### src/rtl/led_ctrl_pkg.sv
// Shared definitions for the LED pattern controller.
//   mode_t        : 2-bit display mode selector
//   MODE_*        : mode encodings (ONEHOT, BAR, BLINK, CHASE)
//   tick_div()    : clock cycles per animation tick (CLK_HZ / TICK_HZ)
package led_ctrl_pkg;

    typedef logic [1:0] mode_t;

    localparam mode_t MODE_ONEHOT = 2'd0;
    localparam mode_t MODE_BAR    = 2'd1;
    localparam mode_t MODE_BLINK  = 2'd2;
    localparam mode_t MODE_CHASE  = 2'd3;

    // Number of system clock cycles between animation ticks.
    function automatic int tick_div(input int clk_hz, input int tick_hz);
        return clk_hz / tick_hz;
    endfunction

endpackage

### src/rtl/led_pattern_ctrl_tick.sv
// Animation tick generator.
//   clk    : system clock, rising edge
//   rst_n  : asynchronous active-low reset
//   run    : counter advances while high; held at 0 while low
//   clr    : synchronous clear (restart of the animation), wins over run
//   o_tick : high for one cycle every CLK_HZ/TICK_HZ running cycles
module led_tick_gen
    import led_ctrl_pkg::*;
#(
    parameter int CLK_HZ  = 100_000_000,
    parameter int TICK_HZ = 10
) (
    input  logic clk,
    input  logic rst_n,
    input  logic run,
    input  logic clr,
    output logic o_tick
);

    localparam int DIV   = tick_div(CLK_HZ, TICK_HZ);
    localparam int CNT_W = (DIV > 1) ? $clog2(DIV) : 1;

    logic [CNT_W-1:0] cnt;
    logic             at_end;

    assign at_end = (cnt == CNT_W'(DIV - 1));

    // Gated by run so the pulse drops the moment the animation stops,
    // never lingering high while idle.
    assign o_tick = run && at_end;

    always_ff @(posedge clk or negedge rst_n) begin
        if (!rst_n) begin
            cnt <= '0;
        end else if (!run || clr) begin
            cnt <= '0;
        end else if (at_end) begin
            cnt <= '0;
        end else begin
            cnt <= cnt + CNT_W'(1);
        end
    end

endmodule

### src/rtl/led_pattern_ctrl.sv
// LED pattern driver: shows a captured value on NUM_LED LEDs as one-hot,
// bar graph, blinking one-hot or a running chase light.
//   clk          : system clock, rising edge
//   rst_n        : asynchronous active-low reset
//   i_en         : display enable; low blanks the LEDs and restarts animation
//   i_mode       : 0 ONEHOT, 1 BAR, 2 BLINK, 3 CHASE
//   i_data_valid : capture strobe for i_led_data
//   i_led_data   : value to display
//   o_led_data   : registered LED drive, bit0 = LED1
//   o_tick       : one-cycle animation tick pulse
//
// Data interface: i_data_valid is a one-cycle strobe with no back-pressure;
// i_led_data is sampled on every rising edge where i_data_valid is high,
// regardless of i_en, and the new value reaches o_led_data one edge later.
module led_pattern_ctrl
    import led_ctrl_pkg::*;
#(
    parameter int CLK_HZ  = 100_000_000,
    parameter int TICK_HZ = 10,
    parameter int NUM_LED = 9,
    parameter int DATA_W  = 4
) (
    input  logic               clk,
    input  logic               rst_n,
    input  logic               i_en,
    input  logic [1:0]         i_mode,
    input  logic               i_data_valid,
    input  logic [DATA_W-1:0]  i_led_data,
    output logic [NUM_LED-1:0] o_led_data,
    output logic               o_tick
);

    localparam int POS_W = (NUM_LED > 1) ? $clog2(NUM_LED) : 1;

    logic [DATA_W-1:0]  r_value;
    mode_t              r_mode;
    logic               phase;
    logic [POS_W-1:0]   pos;
    logic               tick;
    logic               mode_chg;
    logic               timed;
    logic               run;
    logic [NUM_LED-1:0] pattern;
    int                 v_int;
    int                 pos_int;

    assign mode_chg = (r_mode != i_mode);
    assign timed    = (r_mode == MODE_BLINK) || (r_mode == MODE_CHASE);
    assign run      = i_en && timed;
    assign v_int    = int'(r_value);
    assign pos_int  = int'(pos);
    assign o_tick   = tick;

    led_tick_gen #(
        .CLK_HZ  (CLK_HZ),
        .TICK_HZ (TICK_HZ)
    ) u_tick (
        .clk    (clk),
        .rst_n  (rst_n),
        .run    (run),
        .clr    (mode_chg),
        .o_tick (tick)
    );

    // Pattern decode from the registered state.
    always_comb begin
        logic [NUM_LED-1:0] onehot;
        logic [NUM_LED-1:0] bar;
        logic [NUM_LED-1:0] chase;
        onehot  = '0;
        bar     = '0;
        chase   = '0;
        pattern = '0;
        for (int i = 0; i < NUM_LED; i++) begin
            onehot[i] = (v_int == i + 1);
            bar[i]    = (v_int > i);
            chase[i]  = (pos_int == i);
        end
        case (r_mode)
            MODE_ONEHOT: pattern = onehot;
            MODE_BAR:    pattern = bar;
            MODE_BLINK:  pattern = phase ? onehot : '0;
            MODE_CHASE:  pattern = (r_value != '0) ? chase : '0;
            default:     pattern = '0;
        endcase
    end

    always_ff @(posedge clk or negedge rst_n) begin
        if (!rst_n) begin
            r_value    <= '0;
            r_mode     <= MODE_ONEHOT;
            phase      <= 1'b0;
            pos        <= '0;
            o_led_data <= '0;
        end else begin
            if (i_data_valid) begin
                r_value <= i_led_data;
            end
            r_mode <= i_mode;
            // Disable or a mode switch restarts the animation; this takes
            // priority over a tick landing in the same cycle.
            if (!i_en || mode_chg) begin
                phase <= 1'b0;
                pos   <= '0;
            end else begin
                if (tick && (r_mode == MODE_BLINK)) begin
                    phase <= ~phase;
                end
                // A zero value pauses the chase at its current position.
                if (tick && (r_mode == MODE_CHASE) && (r_value != '0)) begin
                    pos <= (pos == POS_W'(NUM_LED - 1)) ? '0 : pos + POS_W'(1);
                end
            end
            o_led_data <= i_en ? pattern : '0;
        end
    end

endmodule

### config.mk
export PLATFORM = sky130hd
export DESIGN_NAME = led_pattern_ctrl
export DESIGN_NICKNAME = d
export VERILOG_FILES = /design/src/rtl/led_ctrl_pkg.sv /design/src/rtl/led_pattern_ctrl_tick.sv /design/src/rtl/led_pattern_ctrl.sv
export SDC_FILE = /design/constraint.sdc
export NUM_CORES = 1
export LEC_CHECK = 0
export CAP_MARGIN = 30
export CORE_AREA = 4 4 70 72
export DETAILED_ROUTE_END_ITERATION = 12
export DIE_AREA = 0 0 74 76
export MAX_ROUTING_LAYER = met4
export PLACE_DENSITY = 0.79
export SKIP_CTS_REPAIR_TIMING = 1
export SLEW_MARGIN = 40
export SYNTH_ARGS = -nofsm -noshare
export SYNTH_HDL_FRONTEND = slang
export SYNTH_SLANG_ARGS = --single-unit
### constraint.sdc
create_clock -name clk -period 2.69 [get_ports clk]
set_input_delay 0.807 -clock clk [delete_from_list [all_inputs] [get_ports clk]]
set_output_delay 0.807 -clock clk [all_outputs]
set_load 0.005 [all_outputs]
==> metrics.md <==
| Metric | Value |
|---|---|
| Post-DP HPWL | `3589 um` |
| Gpl congestion | `0.8488` |
| Syn Inst Count | `252` |
| Warnings from Yosys | `0` |
| Reg2reg start | `u_tick.cnt[16]` |
| Overall power | `1.229 mW` |
| Finished Cell Area | `2813 sq um` |
| Die area | `5624 sq um` |
| Clk root buf | `clkbuf_8` |
| Period minus WS final | `2.523 ns` |
| Yosys cell types | `42` |
| Fin. Hold Viols | `0` |
| Clock latency on the worst-skew pair | `0.30 ns` |
| Synth Area per Inst | `9.488 sq um` |
| Non-filler cells, final | `335` |
| Mapped Nets | `267` |
| Slew at the pin closest to its max-slew limit | `0.7020 ns` |
| Post-synth top flop | `dfrtp_1` |
| Initial core utilization | `0.5568` |
| Synthesis-to-finish area growth | `17.63%` |
| Post-DP Area | `2713 sq um` |
| Total Wirelength | `4945 um` |
| Fin crit share | `0.9377` |
| Depth of the most critical reg-to-reg path | `5` |
| Via-per-instance ratio | `5.833` |
| Starting DRT DRC Count | `252` |
| Setup-failing EPs final | `0` |
| Vias | `1954` |
| HP Class | `primary input to asynchronous set/reset pin` |
| Number of buffers created by CTS | `5` |
| Fill cells | `373` |
| Clock sinks | `44` |
| Max-slew headroom | `0.5277` |
| Worst Setup SP | `u_tick.cnt[16]` |
| CP Max Fanout | `2` |
| Pins Over Slew Limit | `0` |
| Achievable Freq | `396.4 MHz` |
| # H-tree levels | `2` |
| Post-synth ARST share | `1.000` |
| Max Buffers Root-to-Sink | `2` |
| Req. time, crit path | `1.88 ns` |
| Seq/Total Area, Yosys | `0.4605` |
| Vias in the first global route | `1930` |
| Startpoint types | `register` |
| Number of synthesized flops with an enable pin | `0` |
| Crit Path Category | `register to output pin` |
| Clock-pin slew reported for the worst setup and hold paths after clock tree synthesis | `0.08 ns` |
| Nets | `297` |
| Worst setup EP type | `output pin` |
| Maximum VDD drop | `235.7 uV` |
| CTS tree | `yes` |
| Netlist Area Pre-Place | `2391 sq um` |
| Post-route ant nets | `0` |
| Overflow after GRT | `0` |
| Worst path arrival time | `1.72 ns` |
| Register area | `1101 sq um` |
| RSZ-0062 raised after global routing | `false` |
| Most frequent cells in the layout | `dfrtp_1 (44), nor2_1 (21), buf_4 (18)` |
| Antenna Cells | `0` |
| FF-to-FF End | `u_tick.cnt[5]` |
| Initial antenna violation count | `0` |
| Cell row count | `24` |
| Largest net degree at the start of global routing | `25` |
| Drt drc | `0` |
| Ratio of cells with drive above 1 in the final layout | `0.1378` |
| First-pass GRT wire length | `8673 um` |
| Drt first pass iters | `5` |
| Most common cell after layout, fill and taps aside | `dfrtp_1` |
| Final core utilization | `0.6550` |
| Die Wd | `74 um` |
| Max cap viols | `0` |
| Post-Place Cells | `327` |
| Multi-input combinational cell area | `1194 sq um` |
| Power Density | `436.9 nW/um^2` |
| Clock Skew | `0.006776 ns` |
| WL per Instance | `14.76 um` |
| Core area | `4294 sq um` |
| Synthesized flop and latch total | `44` |
| # port buffers | `19` |
| Run status | `finished, final reports clean` |
| R2R setup slack | `0.55 ns` |
| Static leakage | `1.089 nW` |
| Crit path to | `o_tick` |
| I/O pin cnt | `20` |
| Total track usage | `0.1998` |
| Die Y | `76 um` |
-- worst min path at each step --
stage	start	end	slack [ns]	cells after the start
finish	rst_n	u_tick.cnt[23]	0.42	1
detailed placement	u_tick.cnt[0]	u_tick.cnt[0]	0.54	2
CTS	rst_n	u_tick.cnt[23]	0.42	1
global placement	u_tick.cnt[0]	u_tick.cnt[0]	0.52	2
floorplan	u_tick.cnt[0]	u_tick.cnt[0]	0.45	1
global route	rst_n	u_tick.cnt[23]	0.44	1
-- power by group --
part | switching, mW | leakage, nW | internal, mW
Clock | 0.211 | 0.0455 | 0.209
Sequential | 0.0222 | 0.597 | 0.676
Combinational | 0.0540 | 0.446 | 0.0560
Total | 0.288 | 1.09 | 0.941
-- worst max-delay path, cell delays in order, from the launching register on --
cell and delay [ns]:
dfrtp_1 0.38, or2_2 0.31, or4_4 0.49, nor2_2 0.10, dlymetal6s2s_1 0.13
-- layer usage --
metal  global-route usage  part of all wire  vias to the layer above
li1                     -                 -                      980
met1               0.2613              0.46                      913
met2               0.3014              0.47                       52
met3              0.03562             0.047                        9
met4              0.08696             0.021                        0
met5                    -                 0                        -
-- flip-flops by register name, summed over array words and instances, names as in the netlist --
register,flops
o_led_data,9
phase,1
pos,4
r_mode,2
r_value,4
u_tick.cnt,24
-- Yosys cell counts, drive strengths merged, types with 3 or more instances --
master | count | area share
o21ai | 12 | 0.027
buf | 5 | 0.016
nor4 | 8 | 0.021
mux2 | 6 | 0.028
nand3 | 12 | 0.027
xor2 | 3 | 0.011
nand2 | 13 | 0.020
or3 | 8 | 0.021
a21boi | 6 | 0.019
o31ai | 4 | 0.013
or2 | 3 | 0.0079
nor3 | 7 | 0.015
o41ai | 3 | 0.011
nor2b | 7 | 0.018
xnor2 | 12 | 0.044
and4 | 3 | 0.011
inv | 10 | 0.016
a21oi | 14 | 0.029
clkbuf | 9 | 0.014
nand4 | 10 | 0.026
nor2 | 22 | 0.035
ha | 5 | 0.026
dfrtp | 44 | 0.46
or4 | 8 | 0.027
-- stage by stage --
stage,setup TNS [ns],worst slack (ns),hold WS (ns)
5_1_grt,0,0.01206,0.4360
3_3_place_gp,-0.4099,-0.4099,0.5202
4_1_cts,-0.4383,-0.4383,0.4217
6_report,0,0.1675,0.4153
2_1_floorplan,0,0.4016,0.4547
3_5_place_dp,-0.3944,-0.3944,0.5395
-- kinds of logic (layout without fill, tap and decap cells) --
kind of cell / count (synthesis) / count (layout) / share of synthesized area
buffers and inverters: 24 / 55 / 0.04552
AOI/OAI and AO/OA: 47 / 47 / 0.1256
adders and majority gates: 5 / 5 / 0.02616
DFF: 44 / 44 / 0.4605
xor gates and xnor gates: 15 / 15 / 0.05495
muxes: 6 / 6 / 0.02826
and+or+nand+nor: 111 / 111 / 0.2590
-- final cells by class --
type,count,area share
clock buffer,8,0.03203
inverter,10,0.01335
multi-input combinational,184,0.4244
sequential,44,0.3915
tap,52,0.02313
timing repair buffer,37,0.1157
Power figures use the tool's default switching activity.
